<file path="src/rtl/hand_rx_pkg.sv">
// Shared types and helpers for the 4-phase handshake receiver and its synchroniser.
package hand_rx_pkg;

  typedef enum logic {
    IDLE = 1'b0,
    ACK  = 1'b1
  } state_e;

  function automatic int level_width(input int depth);
    return (depth < 1) ? 1 : $clog2(depth + 1);
  endfunction

  function automatic int ptr_width(input int depth);
    return (depth <= 1) ? 1 : $clog2(depth);
  endfunction

  // Odd parity: the data bits plus the parity bit must hold an odd number of ones.
  function automatic logic odd_par_err(input logic data_xor, input logic par);
    return ~(data_xor ^ par);
  endfunction

endpackage

</file>
<file path="src/rtl/hand_sync.sv">
// Reset-to-0 flop chain for bringing an asynchronous level into the local clock domain.
module hand_sync #(
  parameter int STAGES = 2
) (
  input  logic clk,
  input  logic reset_n,
  input  logic d,
  output logic q
);

  logic [STAGES-1:0] r_sync;

  always_ff @(posedge clk or negedge reset_n) begin
    if (!reset_n) r_sync <= '0;
    else          r_sync <= {r_sync[STAGES-2:0], d};
  end

  assign q = r_sync[STAGES-1];

endmodule

</file>
<file path="src/rtl/hand_rx_buf.sv">
// 4-phase req/ack receiver with a DEPTH-entry buffer and valid/ready output.
// Optional macro HAND_RX_BUF_PARITY_EN adds rx_par_in / out_perr with per-entry parity flags.
//
// state | meaning
// IDLE  | ack low, capture on synchronised req when the buffer has room
// ACK   | ack high, waiting for synchronised req to return low
module hand_rx_buf
  import hand_rx_pkg::*;
#(
  parameter  int DATA_W      = 8,
  parameter  int SYNC_STAGES = 2,
  parameter  int DEPTH       = 4,
  localparam int LW          = level_width(DEPTH)
) (
  input  logic              rx_clk,
  input  logic              reset_n,
  input  logic              req,
  input  logic [DATA_W-1:0] rx_data_in,
`ifdef HAND_RX_BUF_PARITY_EN
  input  logic              rx_par_in,
  output logic              out_perr,
`endif
  output logic              ack,
  output logic [DATA_W-1:0] out_data,
  output logic              out_valid,
  input  logic              out_ready,
  output logic [LW-1:0]     level
);

  localparam int             PW       = ptr_width(DEPTH);
  localparam logic [PW-1:0]  LAST_PTR = PW'(DEPTH - 1);
  localparam logic [LW-1:0]  FULL_LVL = LW'(DEPTH);

  state_e            r_state;
  state_e            w_state_nxt;
  logic              w_req_s;
  logic              w_full;
  logic              w_wr_en;
  logic              w_rd_en;
  logic [PW-1:0]     r_wr_ptr;
  logic [PW-1:0]     r_rd_ptr;
  logic [LW-1:0]     r_level;
  logic [DATA_W-1:0] r_mem [DEPTH];

  hand_sync #(
    .STAGES (SYNC_STAGES)
  ) u_req_sync (
    .clk     (rx_clk),
    .reset_n (reset_n),
    .d       (req),
    .q       (w_req_s)
  );

  always_ff @(posedge rx_clk or negedge reset_n) begin
    if (!reset_n) r_state <= IDLE;
    else          r_state <= w_state_nxt;
  end

  always_comb begin
    w_state_nxt = r_state;
    case (r_state)
      IDLE:    if (w_req_s && !w_full) w_state_nxt = ACK;
      ACK:     if (!w_req_s)           w_state_nxt = IDLE;
      default:                         w_state_nxt = IDLE;
    endcase
  end

  // Full uses registered level, so a same-cycle pop never frees the slot for a capture.
  always_comb begin
    w_full  = (r_level == FULL_LVL);
    w_wr_en = (r_state == IDLE) && w_req_s && !w_full;
    w_rd_en = (r_level != '0) && out_ready;
  end

  always_ff @(posedge rx_clk or negedge reset_n) begin
    if (!reset_n) begin
      r_wr_ptr <= '0;
      r_rd_ptr <= '0;
    end else begin
      if (w_wr_en) r_wr_ptr <= (r_wr_ptr == LAST_PTR) ? '0 : r_wr_ptr + PW'(1);
      if (w_rd_en) r_rd_ptr <= (r_rd_ptr == LAST_PTR) ? '0 : r_rd_ptr + PW'(1);
    end
  end

  always_ff @(posedge rx_clk or negedge reset_n) begin
    if (!reset_n) begin
      r_level <= '0;
    end else begin
      case ({w_wr_en, w_rd_en})
        2'b10:   r_level <= r_level + LW'(1);
        2'b01:   r_level <= r_level - LW'(1);
        default: r_level <= r_level;
      endcase
    end
  end

  always_ff @(posedge rx_clk or negedge reset_n) begin
    if (!reset_n) begin
      for (int i = 0; i < DEPTH; i++) r_mem[i] <= '0;
    end else if (w_wr_en) begin
      r_mem[r_wr_ptr] <= rx_data_in;
    end
  end

`ifdef HAND_RX_BUF_PARITY_EN
  logic r_perr [DEPTH];

  always_ff @(posedge rx_clk or negedge reset_n) begin
    if (!reset_n) begin
      for (int i = 0; i < DEPTH; i++) r_perr[i] <= 1'b0;
    end else if (w_wr_en) begin
      r_perr[r_wr_ptr] <= odd_par_err(^rx_data_in, rx_par_in);
    end
  end

  assign out_perr = r_perr[r_rd_ptr];
`endif

  assign ack       = (r_state == ACK);
  assign out_data  = r_mem[r_rd_ptr];
  assign out_valid = (r_level != '0);
  assign level     = r_level;

endmodule

</file>
<file path="config.mk">
export PLATFORM = sky130hd
export DESIGN_NAME = hand_rx_buf
export DESIGN_NICKNAME = d
export VERILOG_FILES = /design/src/rtl/hand_rx_pkg.sv /design/src/rtl/hand_sync.sv /design/src/rtl/hand_rx_buf.sv
export SDC_FILE = /design/constraint.sdc
export NUM_CORES = 1
export LEC_CHECK = 0
export CAP_MARGIN = 20
export CORE_MARGIN = 4
export CORE_UTILIZATION = 59
export CTS_CLUSTER_DIAMETER = 40
export DETAILED_ROUTE_END_ITERATION = 10
export PLACE_DENSITY = 0.86
export SYNTH_ARGS = -nofsm -noshare
export SYNTH_HDL_FRONTEND = slang
export SYNTH_SLANG_ARGS = --single-unit
</file>
<file path="constraint.sdc">
create_clock -name rx_clk -period 5.4 [get_ports rx_clk]
set_input_delay 1.35 -clock rx_clk [delete_from_list [all_inputs] [get_ports rx_clk]]
set_output_delay 1.35 -clock rx_clk [all_outputs]
set_load 0.02 [all_outputs]
</file>
# After elaboration in Yosys (flattened, before gate mapping)
# Index checks and enable logic that the tools add are counted.
[classes]
n_addsub = 4
mul = 0
div_mod_pow = 0
n_lt_le_gt_ge = 3
n_eq_ne = 5
n_shift = 0
n_mux = 12
bitwise = 3
reduce_logical = 8
[op_table]
columns = ["cell", "n"]
rows = [
  ["bitwise mux 32 bit", 1],
  ["2-to-1 mux 8 bit", 3],
  ["binary-select mux 8 bit (select 2 bit)", 1],
  ["demux 8 bit (select 2 bit)", 1],
  ["equality test 2 bit, second input constant", 3],
  ["greater-or-equal comparator 3 bit, second input constant", 2],
  ["inverter 2 -> 3 bit", 2],
  ["one-hot mux 3 bit (2 select lines)", 1],
  ["logical AND 1 bit", 5],
  ["adder 2 x 1 -> 2 bit, second input constant", 2],
  ["2-to-1 mux 2 bit", 2],
  ["adder 3 x 1 -> 3 bit, second input constant", 1],
  ["equality test 3 bit, second input constant", 1],
  ["< comparator 3 x 1 -> 1 bit, second input constant", 1],
  ["nonzero test 3 bit", 1],
  ["subtractor 3 x 1 -> 3 bit, second input constant", 1],
  ["equality test 2 x 1 -> 1 bit, second input constant", 1],
  ["2-to-1 mux 1 bit", 2],
  ["one-hot mux 1 bit (2 select lines)", 1],
  ["nonzero test 2 bit", 1],
  ["logical NOT 1 bit", 1],
  ["inverter 1 bit", 1],
]
[word_totals]
ff_bits = 42
latchBits = 0
ramBits = 0
rom_bits = 0
input_bits = 12
word_cells = 44
n_memories = 0

# Longest topological paths before layout
# Gate-level depths: netlist of run 1.
[logic_depth]
word_depth = 6
ltp_mapped = 9
ltp_nobuf = 9

# Hierarchy
# A second synthesis of run 1 with hierarchy kept.
[unflattened]
cells_unflattened = 123
hier_area_um2 = 2093.3
[by_module_without_submodules]
columns = ["module", "n_inst", "cells_each", "area_each_um2", "seq_area_each_um2"]
rows = [
  ["hand_rx_buf", 1, 121, 2043.2, 1001.0],
  ["hand_sync", 1, 2, 50.0, 50.0],
]

# Worst setup path after synthesis of run 1
# No wires, ideal clock.
[synth_timing]
kind = "reg2out"
start = "reg r_rd_ptr[0]"
end = "out out_data[0]"
t_arrival_ps = 1173
required_time_ps = 4050
setup_slack_ps = 2877
path_stages_with_launch = 3
path_cell_list = "dfrtp_1 buf_2 mux4_2"
[synth_via]
elab_chain_cells = 4
[synth_rtl]
columns = ["item", "line_no", "rtl"]
rows = [
  ["start: declaration", "hand_rx_buf.sv:41", "logic [PW-1:0] r_rd_ptr;"],
  ["start signal: assignment", "hand_rx_buf.sv:81", "if (w_rd_en) r_rd_ptr <= (r_rd_ptr == LAST_PTR) ? '0 : r_rd_ptr + PW'(1);"],
  ["inverter 2 -> 3 bit (implied by the code)", "hand_rx_buf.sv:120", "assign out_data = r_mem[r_rd_ptr];"],
  ["binary-select mux 8 bit (select 2 bit)", "hand_rx_buf.sv:120", ""],
  ["2-to-1 mux 8 bit (implied by the code) (2 in a row)", "hand_rx_buf.sv:120", ""],
  ["end: declaration", "hand_rx_buf.sv:24", "output logic [DATA_W-1:0] out_data,"],
]
# No other way between the ends. The select of a mux whose other input is x is not followed.

# Final worst setup path of run 1
[layout_timing]
start = "reg r_rd_ptr[0]"
end = "out out_data[7]"
# The elaborated chain is that of the path after synthesis.

==> results of run 1 <==
[logic make-up (layout without fill, tap and decap cells)]
kind of cell	count (synthesis)	after routing	synth area share
compound gates	1	1	0.00359
xor+xnor	3	3	0.0125
fa+ha+maj	7	7	0.0454
buf+inv	14	44	0.0406
flops	42	42	0.502
mux	45	45	0.342
simple gates	11	11	0.0544
[worst max-delay path: cells and delay by family, from the launching register on]
kind,cells,cell delay (ns)
buffers and inverters,1,0.55
muxes,1,0.58
DFF,1,0.73
[stage by stage]
stage           util  cells  hold slack (ns)  total power [mW]  area, sq um
3_3_place_gp   0.697    191            0.336              1.32         2360
5_1_grt        0.719    199            0.385              1.64         2440
4_1_cts        0.719    199            0.373              1.56         2440
6_report       0.719    199            0.371              1.55         2440
3_5_place_dp   0.697    191            0.340              1.37         2360
2_1_floorplan      -    123            0.331              1.12         2090
[layout make-up]
type                    instances  area (sq um)
clock buffers                   7          45.0
fillers                       233           952
repair buffers                 28           265
inverters                       8          30.0
multi-input cells              67           958
flip-flops and latches         42          1050
well taps                      46          57.6
clock inverters                 1          30.0
[registers in the layout, indices dropped and copies added, names as in the netlist]
name / flops
r_wr_ptr: 2
ack: 1
u_req_sync.r_sync: 2
r_mem: 32
level: 3
r_rd_ptr: 2
[how the worst min path moves through the flow]
| stage | end | depth (start not counted) | startpoint | slack [ns] |
|---|---|---|---|---|
| floorplan | u_req_sync.r_sync[1] | 0 | u_req_sync.r_sync[0] | 0.33 |
| global placement | u_req_sync.r_sync[1] | 0 | u_req_sync.r_sync[0] | 0.34 |
| detailed placement | u_req_sync.r_sync[1] | 0 | u_req_sync.r_sync[0] | 0.34 |
| CTS | u_req_sync.r_sync[1] | 0 | u_req_sync.r_sync[0] | 0.37 |
| global route | u_req_sync.r_sync[1] | 0 | u_req_sync.r_sync[0] | 0.38 |
| finish | u_req_sync.r_sync[1] | 0 | u_req_sync.r_sync[0] | 0.37 |
[synthesized netlist by cell type]
library cell  number  share of area
nand2_1            1         0.0018
or3_2              1         0.0036
xnor2_1            1         0.0042
fa_1               1         0.0096
dfrtp_1           42           0.50
mux2i_1            1         0.0048
ha_1               6          0.036
mux4_2             8          0.086
buf_2              2         0.0048
mux2_4            32           0.23
nor2_1             3         0.0054
inv_1              8          0.014
nor4bb_2           4          0.031
xor2_1             2         0.0084
nor3b_1            1         0.0036
mux2_2             4          0.022
nor3b_4            1         0.0090
a21boi_0           1         0.0036
buf_6              4          0.022
[per-layer routing]
metal,track usage,vias to the layer above,routed length (um)
met5,0,-,0
met4,0.0835,0,68
met3,0.0416,8,136
met2,0.281,22,1690
met1,0.244,548,1630
li1,-,495,-
[power by group through the flow]
stage	Sequential (mW)	Combinational, mW	Clock (mW)
floorplan	0.557	0.564	0
global placement	0.592	0.732	0
detailed placement	0.606	0.760	0
CTS	0.601	0.765	0.197
global route	0.623	0.806	0.210
finish	0.600	0.755	0.192
==> impl_metrics.yaml, run 1 <==
timing:
  clock_skew_ns: 0.00987
  maxSlewViolCount: 0
  layout_min_cycle_time_ns: 3.56
  worst_slew_pin_slew_ns: 0.908
  grt_setup_unrepaired: "false"
  hold_viol: 0
  max_slew_margin: 0.395
  fin_ws_ns: 1.84
  finalSetupViolCount: 0
  fmax_ghz: 0.281
  tns_ns: 0
  min_period_over_period: 0.658
worst_setup_path:
  timing.rr.start: "level[1]"
  critPathCapture: "out_data[7]"
  cpPeakStageDelay_ns: 0.73
  r2r_setup_slack_ns: 3.21
  startpoint_type: "flip-flop"
  ff2ff_path_depth: 9
  cpMaxStageDelayCell: "dfrtp_1"
  critical_path_class: "flip-flop to output port"
  end_kind: "output port"
  crit_start: "r_rd_ptr[0]"
  worstReg2RegEnd: "level[2]"
  worst_ep_arrival_time_ns: 2.21
  required_ns: 4.05
  crit_chain: "mux4_2 -> clkdlybuf4s50_1"
  critPathMaxFanout: 11
place:
  place_congestion: 0.742
  dp_hpwl_mm: 2.44
  pre_cts_ws_ns: 2.20
  io_buffers: 24
clocking:
  cts_sinks: 42
  path_clk_slew_ns: 0.11
  cts-hold-fix-buffers: 0
  cts.repair.resized: 0
  cts_buffers: 5
  cts_tree: "yes"
  cts_setup_buffers: 0
  h-tree-depth: 2
  cts_root_buffer: "clkbuf_4"
  clock_latency_ns: 0.35
  cts_buffer_depth: 2
logic_synthesis:
  yosysSeqAreaShare: 0.502
  synthesis.area_sq_um: 2090
  yosys_warnings: 0
  synth-seq-cells: 42
  synth_cell_types: 19
  synth_nets: 142
  postSynthAreaPerCell_sq_um: 17.0
  synthCells: 123
detailed_routing:
  drtPass1Iterations: 3
  route.detailed.drc: 0
  post_drt_wl_per_cell_um: 17.7
  vias_per_cell: 5.39
  num_vias: 1073
  wirelength_mm: 3.52
  ant_nets: 0
  drtIter0Drc: 36
power:
  pwr-share-clk: 0.124
  p_leak_nw: 1.09
  p_sw_uw: 501
  seqPwrFrac: 0.388
  combPwrFrac: 0.488
  intPower_mw: 1.05
  power.density_nw_per_um2: 635
  vdd_ir_drop_max_v: 0.000321
  p_sw_frac: 0.324
floorplanning:
  dieHeight_um: 67.6
  die_w_um: 67.6
  fp-row-count: 21
  io_pins: 25
  coreArea_sq_um: 3390
  dieArea_sq_um: 4570
  start_util: 0.618
layout:
  layout_common_cells: "dfrtp_1, mux2_4, clkdlybuf4s50_1"
  final_common_cell: "dfrtp_1"
  syn2layout_area_growth_pct: 16.4
  drive_gt1_frac: 0.399
  antenna-diode-count: 0
  nNetsFinal: 171
run:
  maxCapViolations: 0
global_routing:
  grt_max_degree: 43
  grt_pass1_vias: 1177
  grt_use_total: 0.182
  antenna_found_initial: 0
  overflow: 0
  grt_pass1_wl_mm: 5.92
hold_path:
  hp-class: "flip-flop to flip-flop"
outcome:
  status: "complete, no violations"
No activity file was read; power rests on OpenSTA's default activity.
==> run 2, diff against run 1 <==
--- a/config.mk
+++ b/config.mk
@@ -7,10 +7,10 @@
 export LEC_CHECK = 0
 export CAP_MARGIN = 20
 export CORE_MARGIN = 4
-export CORE_UTILIZATION = 59
+export CORE_UTILIZATION = 50
 export CTS_CLUSTER_DIAMETER = 40
 export DETAILED_ROUTE_END_ITERATION = 10
-export PLACE_DENSITY = 0.86
+export PLACE_DENSITY = 0.78
 export SYNTH_ARGS = -nofsm -noshare
 export SYNTH_HDL_FRONTEND = slang
 export SYNTH_SLANG_ARGS = --single-unit
==> constraint.sdc (replaced) <==
create_clock -name rx_clk -period 3.18 [get_ports rx_clk]
set_input_delay 0.795 -clock rx_clk [delete_from_list [all_inputs] [get_ports rx_clk]]
set_output_delay 0.795 -clock rx_clk [all_outputs]
set_load 0.02 [all_outputs]
==> impl_metrics.yaml, run 2 (synthesis gave the netlist of run 1 again) <==
clocking:
  cts_tree: "yes"
  path_clk_slew_ns: 0.08
  cts_sinks: 42
  clock_latency_ns: 0.31
  cts_setup_buffers: 0
  cts-hold-fix-buffers: 0
  cts_buffers: 5
  cts.repair.resized: 0
  cts_root_buffer: "clkbuf_8"
  h-tree-depth: 2
  cts_buffer_depth: 2
layout:
  syn2layout_area_growth_pct: 18.4
  fill_cells: 302
  nNetsFinal: 171
  antenna-diode-count: 0
  regMostFlops: "r_mem"
  final_common_cell: "dfrtp_1"
  drive_gt1_frac: 0.408
  regArea_sq_um: 1050
  layout_common_cells: "dfrtp_1, mux2_4, clkdlybuf4s50_1"
  final_core_util: 0.616
  largest_register_ffs: 32
  multi_input_area_sq_um: 958
timing:
  layout_min_cycle_time_ns: 2.96
  finalSetupViolCount: 0
  maxSlewViolCount: 0
  fmax_ghz: 0.338
  worst_slew_pin_slew_ns: 0.911
  min_period_over_period: 0.930
  hold_viol: 0
  grt_setup_unrepaired: "false"
  max_slew_margin: 0.393
  clock_skew_ns: 0.0118
  tns_ns: 0
floorplanning:
  coreArea_sq_um: 4030
  fp-row-count: 23
  dieArea_sq_um: 5290
  die_w_um: 72.7
  dieHeight_um: 72.7
  io_pins: 25
  start_util: 0.520
power:
  vdd_ir_drop_max_v: 0.000481
  power.density_nw_per_um2: 1110
  p_leak_nw: 1.10
worst_setup_path:
  r2r_setup_slack_ns: 0.99
  startpoint_type: "flip-flop"
  worstReg2RegEnd: "level[2]"
  worst_ep_arrival_time_ns: 2.16
  end_kind: "output port"
  required_ns: 2.38
  timing.rr.start: "level[0]"
  critical_path_class: "flip-flop to output port"
  ff2ff_path_depth: 9
  critPathMaxFanout: 11
hold_path:
  hold_depth: 0
  hp-class: "flip-flop to flip-flop"
  hold_start: "u_req_sync.r_sync[0]"
  min_delay_worst_endpoint: "u_req_sync.r_sync[1]"
detailed_routing:
  num_vias: 1081
  wirelength_mm: 3.81
  post_drt_wl_per_cell_um: 18.9
  drtIter0Drc: 103
  ant_nets: 0
  route.detailed.drc: 0
  drtPass1Iterations: 4
  vias_per_cell: 5.35
place:
  io_buffers: 24
  place_congestion: 0.693
  dp_hpwl_mm: 2.55
global_routing:
  antenna_found_initial: 0
  grt_pass1_wl_mm: 6.28
  grt_max_degree: 43
  overflow: 0
  grt_pass1_vias: 1220
  grt_use_total: 0.165
run:
  maxCapViolations: 0
outcome:
  status: "complete, no violations"
run 2: final cells by class:
class,count,share of cell area
repair buffers,28,0.107
clock buffers,6,0.0333
well taps,50,0.0252
multi-input cells,67,0.386
flip-flops and latches,42,0.424
clock inverters,1,0.0121
inverters,8,0.0121
run 2: worst max path at each step:
stage,start,end,slack (ns)
2_1_floorplan,level[1],level[2],1.06
3_3_place_gp,r_rd_ptr[0],out_data[1],0.55
3_5_place_dp,r_rd_ptr[0],out_data[1],0.53
4_1_cts,r_rd_ptr[0],out_data[1],0.18
5_1_grt,r_rd_ptr[0],out_data[7],0.11
6_report,r_rd_ptr[0],out_data[1],0.22
run 2: report_power, final:
group | internal (mW) | total [mW] | switching [mW]
logic | 0.816 | 1.28 | 0.466
registers | 0.792 | 1.03 | 0.234
clock network | 0.251 | 0.440 | 0.189
total | 1.86 | 2.75 | 0.889
run 2: layer usage:
metal	GRT usage	wire length, um	share of wire	vias to the layer above
li1	-	-	-	488
met1	0.211	1720	0.45	560
met2	0.245	1800	0.47	25
met3	0.0579	197	0.052	8
met4	0.0902	93	0.024	0
met5	0	0	0	-
run 2: critical path, stage by stage, from the launching register on:
cell and delay [ns]:
dfrtp_1 0.72, mux4_2 0.58, clkdlybuf4s50_1 0.55
run 2: through the flow:
stage	setup WS, ns	hold WS, ns	total power, mW	instance area, sq um	std cells
after floorplan	1.06	0.331	1.90	2090	123
after global placement	0.546	0.335	2.25	2370	195
after detailed placement	0.526	0.347	2.32	2370	195
after CTS	0.176	0.366	2.77	2480	202
after global routing	0.106	0.365	2.89	2480	202
final	0.224	0.361	2.75	2480	202
